[src/rtl/lcd_pkg.sv]
// Shared constants and types for the LCD frame feeder: controller opcodes,
// default panel geometry, feeder state encoding and the window-setup sequence.
package lcd_pkg;

   localparam logic [7:0] CMD_CASET = 8'h2A;
   localparam logic [7:0] CMD_PASET = 8'h2B;
   localparam logic [7:0] CMD_RAMWR = 8'h2C;

   localparam int DEF_H_RES = 240;
   localparam int DEF_V_RES = 320;

   localparam logic [3:0] WIN_LAST = 4'd10;

   typedef enum logic [1:0] {
      WAIT_TE = 2'd0,
      WINDOW  = 2'd1,
      PIX_HI  = 2'd2,
      PIX_LO  = 2'd3
   } state_e;

   // Bit 8 is RS: commands go out with RS low, their arguments with RS high.
   function automatic logic [8:0] window_word(input logic [3:0]  idx,
                                              input logic [15:0] col_last,
                                              input logic [15:0] row_last);
      logic [8:0] w;
      case (idx)
         4'd0:       w = {1'b0, CMD_CASET};
         4'd1, 4'd2: w = 9'h100;
         4'd3:       w = {1'b1, col_last[15:8]};
         4'd4:       w = {1'b1, col_last[7:0]};
         4'd5:       w = {1'b0, CMD_PASET};
         4'd6, 4'd7: w = 9'h100;
         4'd8:       w = {1'b1, row_last[15:8]};
         4'd9:       w = {1'b1, row_last[7:0]};
         4'd10:      w = {1'b0, CMD_RAMWR};
         default:    w = 9'h000;
      endcase
      return w;
   endfunction

endpackage

[src/rtl/lcd_frame_feeder_if.sv]
// Pixel-in / LCD-word-out bundle of the frame feeder. The feeder itself uses
// the master view; the pixel source and the bus writer use the slave view.
interface lcd_frame_feeder_if;

   logic [15:0] pix_data;
   logic        pix_sof;
   logic        pix_valid;
   logic        pix_ready;
   logic        lcd_fmark;
   logic [8:0]  word;
   logic        word_valid;
   logic        word_ready;
   logic        frame_done;
   logic        sync_err;

   modport master (
      input  pix_data, pix_sof, pix_valid, lcd_fmark, word_ready,
      output pix_ready, word, word_valid, frame_done, sync_err
   );

   modport slave (
      output pix_data, pix_sof, pix_valid, lcd_fmark, word_ready,
      input  pix_ready, word, word_valid, frame_done, sync_err
   );

endinterface

[src/rtl/lcd_te_sync.sv]
// Brings the asynchronous tearing-effect line into the i_clk domain and
// flags its rising edges.
module lcd_te_sync (
   input  logic i_clk,
   input  logic i_reset,
   input  logic fmark,
   output logic te_rise
);

   logic sync0_r;
   logic sync1_r;
   logic prev_r;

   // Two synchronizer stages plus one delayed copy for edge detection.
   always_ff @(posedge i_clk) begin
      if (i_reset) begin
         sync0_r <= 1'b0;
         sync1_r <= 1'b0;
         prev_r  <= 1'b0;
      end else begin
         sync0_r <= fmark;
         sync1_r <= sync0_r;
         prev_r  <= sync1_r;
      end
   end

   assign te_rise = sync1_r & ~prev_r;

endmodule

[src/rtl/lcd_frame_feeder.sv]
// Waits for the panel's TE edge, programs the full-screen window and then
// streams RGB565 pixels as high/low data bytes towards the LCD bus writer.
module lcd_frame_feeder
   import lcd_pkg::*;
#(
   parameter int H_RES = DEF_H_RES,
   parameter int V_RES = DEF_V_RES
) (
   input  logic               i_clk,
   input  logic               i_reset,
   lcd_frame_feeder_if.master bus
);

   localparam logic [15:0] COL_LAST = 16'(H_RES - 1);
   localparam logic [15:0] ROW_LAST = 16'(V_RES - 1);
   localparam logic [16:0] PIX_LAST = 17'(H_RES * V_RES - 1);

   state_e      state_r;
   state_e      next_state_s;
   logic [3:0]  win_idx_r;
   logic [16:0] pix_cnt_r;
   logic        te_seen_r;
   logic [7:0]  lo_byte_r;
   logic [8:0]  word_r;
   logic        word_valid_r;
   logic        last_r;
   logic        frame_done_r;
   logic        sync_err_r;

   logic        te_rise_s;
   logic        slot_free_s;
   logic        cnt_zero_s;
   logic        bad_sof_s;
   logic        hi_take_s;
   logic        pix_ready_s;
   logic        load_s;
   logic [8:0]  load_word_s;
   logic        load_last_s;
   logic        latch_s;
   logic        win_inc_s;
   logic        cnt_clr_s;
   logic        cnt_inc_s;
   logic        sync_err_s;

   lcd_te_sync u_te_sync (
      .i_clk   (i_clk),
      .i_reset (i_reset),
      .fmark   (bus.lcd_fmark),
      .te_rise (te_rise_s)
   );

   assign slot_free_s = ~word_valid_r | bus.word_ready;
   assign cnt_zero_s  = (pix_cnt_r == 17'd0);
   // A frame must open with SOF; any later SOF means the source lost sync.
   assign bad_sof_s   = bus.pix_valid & bus.pix_sof & ~cnt_zero_s;
   assign hi_take_s   = bus.pix_valid & slot_free_s & (bus.pix_sof == cnt_zero_s);

   // State register.
   always_ff @(posedge i_clk) begin
      if (i_reset) begin
         state_r <= WAIT_TE;
      end else begin
         state_r <= next_state_s;
      end
   end

   // Next-state decode.
   always_comb begin
      next_state_s = state_r;
      case (state_r)
         WAIT_TE: begin
            if (te_seen_r) next_state_s = WINDOW;
            else           next_state_s = WAIT_TE;
         end
         WINDOW: begin
            if (slot_free_s && (win_idx_r == WIN_LAST)) next_state_s = PIX_HI;
            else                                        next_state_s = WINDOW;
         end
         PIX_HI: begin
            if (bad_sof_s)      next_state_s = WAIT_TE;
            else if (hi_take_s) next_state_s = PIX_LO;
            else                next_state_s = PIX_HI;
         end
         PIX_LO: begin
            if (!slot_free_s)                next_state_s = PIX_LO;
            else if (pix_cnt_r == PIX_LAST)  next_state_s = WAIT_TE;
            else                             next_state_s = PIX_HI;
         end
         default: next_state_s = WAIT_TE;
      endcase
   end

   // Output and datapath-control decode.
   always_comb begin
      pix_ready_s = 1'b0;
      load_s      = 1'b0;
      load_word_s = 9'h000;
      load_last_s = 1'b0;
      latch_s     = 1'b0;
      win_inc_s   = 1'b0;
      cnt_clr_s   = 1'b0;
      cnt_inc_s   = 1'b0;
      sync_err_s  = 1'b0;
      case (state_r)
         WAIT_TE: begin
            pix_ready_s = 1'b0;
         end
         WINDOW: begin
            if (slot_free_s) begin
               load_s      = 1'b1;
               load_word_s = window_word(win_idx_r, COL_LAST, ROW_LAST);
               win_inc_s   = 1'b1;
            end else begin
               load_s = 1'b0;
            end
         end
         PIX_HI: begin
            // Pre-SOF pixels are accepted here but never turned into words.
            pix_ready_s = slot_free_s & ~bad_sof_s;
            if (bad_sof_s) begin
               sync_err_s = 1'b1;
               cnt_clr_s  = 1'b1;
            end else if (hi_take_s) begin
               load_s      = 1'b1;
               load_word_s = {1'b1, bus.pix_data[15:8]};
               latch_s     = 1'b1;
            end else begin
               load_s = 1'b0;
            end
         end
         PIX_LO: begin
            if (slot_free_s) begin
               load_s      = 1'b1;
               load_word_s = {1'b1, lo_byte_r};
               if (pix_cnt_r == PIX_LAST) begin
                  load_last_s = 1'b1;
                  cnt_clr_s   = 1'b1;
               end else begin
                  cnt_inc_s = 1'b1;
               end
            end else begin
               load_s = 1'b0;
            end
         end
         default: begin
            pix_ready_s = 1'b0;
         end
      endcase
   end

   // Window index, pixel counter and the held low byte.
   always_ff @(posedge i_clk) begin
      if (i_reset) begin
         win_idx_r <= 4'd0;
         pix_cnt_r <= 17'd0;
         lo_byte_r <= 8'h00;
      end else begin
         if (state_r == WAIT_TE) win_idx_r <= 4'd0;
         else if (win_inc_s)     win_idx_r <= win_idx_r + 4'd1;
         else                    win_idx_r <= win_idx_r;

         if (cnt_clr_s)      pix_cnt_r <= 17'd0;
         else if (cnt_inc_s) pix_cnt_r <= pix_cnt_r + 17'd1;
         else                pix_cnt_r <= pix_cnt_r;

         if (latch_s) lo_byte_r <= bus.pix_data[7:0];
         else         lo_byte_r <= lo_byte_r;
      end
   end

   // Sticky TE flag; edges outside WAIT_TE belong to a frame already underway.
   always_ff @(posedge i_clk) begin
      if (i_reset) begin
         te_seen_r <= 1'b0;
      end else if ((state_r == WAIT_TE) && (next_state_s != WAIT_TE)) begin
         te_seen_r <= 1'b0;
      end else if ((state_r == WAIT_TE) && te_rise_s) begin
         te_seen_r <= 1'b1;
      end else begin
         te_seen_r <= te_seen_r;
      end
   end

   // Output word slot and status pulses.
   always_ff @(posedge i_clk) begin
      if (i_reset) begin
         word_r       <= 9'h000;
         word_valid_r <= 1'b0;
         last_r       <= 1'b0;
         frame_done_r <= 1'b0;
         sync_err_r   <= 1'b0;
      end else begin
         frame_done_r <= word_valid_r & bus.word_ready & last_r;
         sync_err_r   <= sync_err_s;
         if (load_s) begin
            word_r       <= load_word_s;
            word_valid_r <= 1'b1;
            last_r       <= load_last_s;
         end else if (bus.word_ready) begin
            word_r       <= word_r;
            word_valid_r <= 1'b0;
            last_r       <= 1'b0;
         end else begin
            word_r       <= word_r;
            word_valid_r <= word_valid_r;
            last_r       <= last_r;
         end
      end
   end

   assign bus.pix_ready  = pix_ready_s;
   assign bus.word       = word_r;
   assign bus.word_valid = word_valid_r;
   assign bus.frame_done = frame_done_r;
   assign bus.sync_err   = sync_err_r;

endmodule

[src/flat_wrapper.sv]
// flat-port wrapper written by rule: the top's interface ports become plain ports
module lcd_frame_feeder_flat import lcd_pkg::*;
#(
   parameter int H_RES = DEF_H_RES,
   parameter int V_RES = DEF_V_RES
)
  (i_clk, i_reset, bus_pix_data, bus_pix_sof, bus_pix_valid, bus_lcd_fmark, bus_word_ready, bus_pix_ready, bus_word, bus_word_valid, bus_frame_done, bus_sync_err);
  lcd_frame_feeder_if bus_i ();
  input  logic i_clk;
  input  logic i_reset;
  input wire logic [$bits(bus_i.pix_data)-1:0] bus_pix_data;
  input wire logic [$bits(bus_i.pix_sof)-1:0] bus_pix_sof;
  input wire logic [$bits(bus_i.pix_valid)-1:0] bus_pix_valid;
  input wire logic [$bits(bus_i.lcd_fmark)-1:0] bus_lcd_fmark;
  input wire logic [$bits(bus_i.word_ready)-1:0] bus_word_ready;
  output wire logic [$bits(bus_i.pix_ready)-1:0] bus_pix_ready;
  output wire logic [$bits(bus_i.word)-1:0] bus_word;
  output wire logic [$bits(bus_i.word_valid)-1:0] bus_word_valid;
  output wire logic [$bits(bus_i.frame_done)-1:0] bus_frame_done;
  output wire logic [$bits(bus_i.sync_err)-1:0] bus_sync_err;
  assign bus_i.pix_data = bus_pix_data;
  assign bus_i.pix_sof = bus_pix_sof;
  assign bus_i.pix_valid = bus_pix_valid;
  assign bus_i.lcd_fmark = bus_lcd_fmark;
  assign bus_i.word_ready = bus_word_ready;
  assign bus_pix_ready = bus_i.pix_ready;
  assign bus_word = bus_i.word;
  assign bus_word_valid = bus_i.word_valid;
  assign bus_frame_done = bus_i.frame_done;
  assign bus_sync_err = bus_i.sync_err;
  lcd_frame_feeder #(.H_RES(H_RES), .V_RES(V_RES)) u_core (.i_clk(i_clk), .i_reset(i_reset), .bus(bus_i));
endmodule
[config.mk]
export PLATFORM = sky130hd
export DESIGN_NAME = lcd_frame_feeder_flat
export DESIGN_NICKNAME = d
export VERILOG_FILES = /design/src/rtl/lcd_pkg.sv /design/src/rtl/lcd_frame_feeder_if.sv /design/src/rtl/lcd_te_sync.sv /design/src/rtl/lcd_frame_feeder.sv /design/src/flat_wrapper.sv
export SDC_FILE = /design/constraint.sdc
export NUM_CORES = 1
export LEC_CHECK = 0
export BUFFER_PORTS_ARGS = -buffer_cell sky130_fd_sc_hd__buf_2
export CAP_MARGIN = 20
export CORE_UTILIZATION = 37
export DETAILED_ROUTE_END_ITERATION = 7
export GPL_TIMING_DRIVEN = 1
export PLACE_DENSITY_LB_ADDON = 0.2
export RECOVER_POWER = 25
export SYNTH_ARGS = -nofsm -noshare
export SYNTH_HDL_FRONTEND = slang
export SYNTH_SLANG_ARGS = --single-unit
[constraint.sdc]
create_clock -name i_clk -period 2.71 [get_ports i_clk]
set_clock_uncertainty 0.05 [all_clocks]
set_input_delay 0.1355 -clock i_clk [delete_from_list [all_inputs] [get_ports i_clk]]
set_output_delay 0.1355 -clock i_clk [all_outputs]
set_load 0.02 [all_outputs]
==> flow_summary.json, run 1 <==
{
  "outcome": "finished with violations",
  "violations": "negative hold slack",
  "min_to": "u_core.u_te_sync.sync0_r",
  "clock_sinks": 55,
  "ant_nets": 0,
  "gp_congestion": 0.844,
  "cts_resized": 0,
  "arrival_ps": 2410,
  "crit_buf_inv": 2,
  "required_ps": 2810,
  "start_util": 0.392,
  "wl_met3_um": 178,
  "yosys.area.top_type": "dfxtp_1",
  "hold_slack_ps": -0.982,
  "wl_um": 5840,
  "grt_pass1_vias": 2117,
  "fin_tns_setup_ps": 0,
  "met1_length_um": 3000,
  "hold_viol": 1,
  "cts_setup_buffers": 0,
  "via_per_inst": 5.15,
  "grt_pass1_wl_um": 9740,
  "synthDistinctLibCells": 57,
  "area_growth_pct": 13.0,
  "die_w_um": 88.0,
  "final_area_mm2": 0.00309,
  "finalSetupViolCount": 0,
  "drv_cap": 0,
  "syn-num-nets": 335,
  "crit_family": "multiplexers",
  "grt-ovfl-total": 0,
  "drive_gt1_frac": 0.139,
  "cp_cell_sequence": "inv_1 -> ha_1 -> nor4b_2 -> and4_1 -> mux2i_4 -> buf_12 -> mux2i_1 -> nor2_1",
  "hp-class": "in2reg",
  "final.period_utilization": 0.856,
  "top_layer_used": "met4",
  "relSlewSlack": 0.168,
  "synth_area_mm2": 0.00273,
  "fin_crit_ps": 2320,
  "clk_path_buf_depth": 2,
  "grt_setup_unrepaired": "no",
  "min-delay-start": "bus_lcd_fmark",
  "async_flop_share": 0,
  "synth.avg_cell_area_um2": 8.93,
  "synthTopCellsByArea": "dfxtp_1 (40%), nor2_1 (6.2%), mux2i_1 (5.1%)",
  "fin_nets": 368,
  "critPathKind": "reg2reg",
  "path_max_fanout": 15,
  "r2r_end": "u_core.lo_byte_r[6]",
  "max_stage_delay_ps": 510,
  "core_area_mm2": 0.00698,
  "port-buffer-count": 34,
  "p_leak_nw": 1.15,
  "vdd_drop_max_uv": 182,
  "ff2ff_path_depth": 8,
  "root_buffer": "clkbuf_8",
  "place_area_mm2": 0.00300,
  "grt_max_degree": 29,
  "wl_per_cell_um": 13.4,
  "rows": 30,
  "seq_area_frac_synth": 0.403,
  "yosysWarnings": 0,
  "max_freq_ghz": 0.431,
  "clock_latency_ps": 310,
  "crit_slowest_cell": "mux2i_4",
  "start_kind": "flip-flop",
  "tightest_slew_ps": 1250,
  "boundaryPins": 35,
  "power_density_mw_per_mm2": 464,
  "r2r_slack_ps": 390,
  "hpwlAfterDp_um": 4290,
  "die-height_um": 88.0,
  "dieArea_mm2": 0.00774,
  "vias": 2242,
  "numCtsBuffers": 5,
  "holdPathStages": 2,
  "drcViolationCount": 0,
  "tritoncts": "done",
  "routed-wl-met2_um": 2620,
  "drtPass1Iterations": 4,
  "finalPower_mw": 1.43,
  "syn_inst": 306,
  "diodes": 0,
  "cts.clk_slew.worst_paths_ps": 100,
  "ys.flop_type": "dfxtp_1",
  "ys_ff_latch": 55,
  "synth_top_area_frac": 0.403,
  "slew_viol_final": 0,
  "rr_startpoint": "u_core.pix_cnt_r[0]",
  "grt_usage": 0.162,
  "drtIter0Drc": 108,
  "synth-edff-count": 0,
  "n_fill_cell": 725,
  "postCtsHoldBufs": 0,
  "htreeDepth": 2,
  "antenna_found_initial": 0,
  "endpoint_kind": "flip-flop",
  "utilization": 0.443
}
cell usage in the layout (no fill, tap or decap), types with 5 or more instances in the layout:
master,instances
nor4_1,8
ha_1,7
o21ai_0,7
buf_2,21
mux2i_1,14
nor2_1,45
nor3_1,7
clkbuf_1,14
nand3_1,14
nand2_1,13
buf_4,6
dfxtp_1,55
a21oi_1,14
clkbuf_8,5
inv_1,16
xnor2_1,12
layer usage:
| layer | track usage | up-vias |
|---|---|---|
| met5 | 0 | - |
| met4 | 0.0417 | 0 |
| met3 | 0.0292 | 5 |
| met2 | 0.266 | 27 |
| met1 | 0.218 | 1058 |
| li1 | - | 1152 |
per-stage QoR:
stage / instances / worst slack [ps]
after floorplan: 306 / 570
after global placement: 428 / 478
after detailed placement: 428 / 441
after CTS: 435 / 414
after global routing: 435 / 197
final: 435 / 390
cell usage after synthesis, types with 3 or more instances:
master / n
dfxtp_1: 55
nor2b_1: 4
nand2_1: 13
mux2i_1: 14
a221oi_1: 4
a21oi_1: 14
o21bai_1: 3
clkbuf_1: 6
inv_1: 16
ha_1: 7
and3_1: 4
nand2b_1: 4
nor2_1: 45
nor4_1: 8
nor3_1: 7
nand3_1: 14
buf_2: 5
o21ai_0: 7
xor2_1: 4
a211oi_1: 4
and4_1: 4
or3_1: 4
buf_6: 3
o22a_1: 4
o221a_1: 4
xnor2_1: 12
area by class of cell:
| class | count | area, um^2 | share of cell area |
|---|---|---|---|
| Multi-Input combinational cell | 219 | 1480 | 0.479 |
| Clock buffer | 5 | 68.8 | 0.0223 |
| Clock inverter | 2 | 37.5 | 0.0121 |
| Inverter | 16 | 60.1 | 0.0194 |
| Tap cell | 96 | 120 | 0.0389 |
| Timing Repair Buffer | 42 | 223 | 0.0721 |
| Sequential cell | 55 | 1100 | 0.356 |
power breakdown:
group | total, mW | switching [mW] | internal [mW] | leakage [nW]
logic | 0.0749 | 0.0443 | 0.0306 | 0.657
registers | 0.821 | 0.00531 | 0.816 | 0.444
clock network | 0.537 | 0.267 | 0.270 | 0.0502
cell families after synthesis:
kind of cell    synth area share
simple gates               0.247
mux                       0.0636
compound gates             0.147
fa+ha+maj                 0.0320
buf+inv                   0.0558
xor+xnor                  0.0513
flops                      0.403
how the worst max path moves through the flow:
stage                               start                   to  slack [ps]  cells after the start
global placement        u_core.state_r[0]            flip-flop         480                      8
floorplan           u_core.bus.word_valid            flip-flop         570                      8
detailed placement    u_core.pix_cnt_r[0]   u_core.bus.word[1]         440                      7
CTS                   u_core.pix_cnt_r[0]   u_core.bus.word[1]         410                      7
finish                u_core.pix_cnt_r[0]  u_core.lo_byte_r[6]         390                      8
global route          u_core.pix_cnt_r[0]  u_core.lo_byte_r[1]         200                      8
No activity file was read; power rests on OpenSTA's default activity.
==> run 2, diff against run 1 <==
- RECOVER_POWER: 25 -> default
==> run 2 against run 1 <==
- the flow still finishes with violations (negative hold slack)
- total power up 0.12%
- worst hold slack is essentially flat
- wire length increased by 0.10%
- via count grew 0.58%
- cell area is 0.65% higher
- count of clock-buffer cells in the layout is the same
- critical path depth stayed put
- register-to-register slack improved by 40 ps
- largest power group unchanged
==> flow_summary.json, run 2 (synthesized netlist as in run 1, its figures left out) <==
{
  "outcome": "finished with violations",
  "violations": "negative hold slack",
  "final.period_utilization": 0.842,
  "critPathKind": "reg2reg",
  "finalSetupViolCount": 0,
  "seq_area_mm2": 0.00110,
  "slew_viol_final": 0,
  "core_area_mm2": 0.00698,
  "multi_input_area_mm2": 0.00148,
  "antenna_found_initial": 0,
  "holdPathStages": 2,
  "grt_max_degree": 29,
  "start_util": 0.392,
  "clock_latency_ps": 310,
  "gp_congestion": 0.844,
  "fin_nets": 368,
  "drive_gt1_frac": 0.180,
  "arrival_ps": 2400,
  "vias": 2255,
  "dieArea_mm2": 0.00774,
  "drcViolationCount": 0,
  "die_w_um": 88.0,
  "port-buffer-count": 34,
  "ff2ff_path_depth": 8,
  "path_max_fanout": 9,
  "combPwrFrac": 0.054,
  "p_leak_nw": 1.21,
  "drtIter0Drc": 112,
  "root_buffer": "clkbuf_8",
  "utilization": 0.446,
  "hp-class": "in2reg",
  "fin_tns_setup_ps": 0,
  "cell_internal_pwr_mw": 1.12,
  "power_frac_clock": 0.374,
  "power_density_mw_per_mm2": 461,
  "swShare": 0.220,
  "cp_common_cell": "a211oi_1",
  "fin_crit_ps": 2280,
  "start_kind": "flip-flop",
  "seqPwrFrac": 0.572,
  "required_ps": 2830,
  "via_per_inst": 5.18,
  "numCtsBuffers": 5,
  "ant_nets": 0,
  "n_fill_cell": 720,
  "postCtsHoldBufs": 0,
  "tightest_slew_ps": 680,
  "grt_pass1_wl_um": 9740,
  "rr_startpoint": "u_core.state_r[0]",
  "cts.clk_slew.worst_paths_ps": 90,
  "clock_sinks": 55,
  "final_cell_mix": "dfxtp_1 (55), nor2_1 (45), buf_2 (34), inv_1 (16)",
  "max_stage_delay_ps": 500,
  "wl_per_cell_um": 13.4,
  "cts_setup_buffers": 0,
  "drtPass1Iterations": 4,
  "power_switching_mw": 0.316,
  "hold_slack_ps": -0.973,
  "cp_cell_sequence": "nor2b_1 -> a21oi_1 -> a211oi_1 -> inv_1 -> ha_1 -> a211oi_1 -> a211oi_1 -> o21bai_1",
  "die-height_um": 88.0,
  "diodes": 0,
  "relSlewSlack": 0.545,
  "worstSetupStartpoint": "u_core.state_r[0]",
  "vdd_drop_max_uv": 182,
  "final_common_cell": "dfxtp_1",
  "htreeDepth": 2,
  "area_growth_pct": 13.8,
  "hpwlAfterDp_um": 4290,
  "grt_setup_unrepaired": "no",
  "rows": 30,
  "tritoncts": "done",
  "clk_path_buf_depth": 2,
  "grt_usage": 0.162,
  "max_freq_ghz": 0.438,
  "wl_um": 5850,
  "crit_slowest_cell": "dfxtp_1",
  "endpoint_kind": "flip-flop",
  "boundaryPins": 35,
  "grt_pass1_vias": 2117,
  "cts_resized": 0,
  "grt-ovfl-total": 0,
  "min-delay-start": "bus_lcd_fmark",
  "r2r_slack_ps": 430,
  "hold_viol": 1,
  "drv_cap": 0
}
## run 2: stage by stage
| stage | std cells | power, mW | worst slack [ps] | area, um^2 |
|---|---|---|---|---|
| 3_5_place_dp | 428 | 0.917 | 441 | 3000 |
| 6_report | 435 | 1.44 | 429 | 3110 |
| 5_1_grt | 435 | 1.49 | 238 | 3110 |
| 3_3_place_gp | 428 | 0.917 | 478 | 3000 |
| 4_1_cts | 435 | 1.45 | 414 | 3110 |
| 2_1_floorplan | 306 | 0.885 | 570 | 2730 |
## run 2: path summary, 6_finish.rpt
path                              end
min          u_core.u_te_sync.sync0_r
min reg2reg  u_core.u_te_sync.sync1_r
max reg2reg                 flip-flop
max                         flip-flop
## run 2: cell type report
type,instances,area share
Multi-Input combinational cell,219,0.476
Sequential cell,55,0.354
Timing Repair Buffer,42,0.0780
Tap cell,96,0.0386
Clock buffer,5,0.0221
Inverter,16,0.0193
Clock inverter,2,0.0121
## run 2: metal layers
metal / track usage / share of wire / up-vias
met4: 0.0417 / 0.0084 / 0
met1: 0.218 / 0.52 / 1073
met2: 0.266 / 0.45 / 22
met3: 0.0292 / 0.023 / 5
li1: - / - / 1155
met5: 0 / 0 / -
## run 2: power by group through the flow
stage / Combinational (mW) / Clock, mW / Sequential (mW)
finish: 0.0771 / 0.537 / 0.821
global route: 0.0858 / 0.582 / 0.822
CTS: 0.0777 / 0.552 / 0.821
detailed placement: 0.0773 / 0 / 0.840
global placement: 0.0773 / 0 / 0.840
floorplan: 0.0395 / 0 / 0.845
## run 2: worst max-delay path, delay by kind of cell (launching register included)
family          cells  cell delay, ps
compound gates      5             950
flops               1             500
simple gates        1             250
fa+ha+maj           1             250
buf+inv             1             150
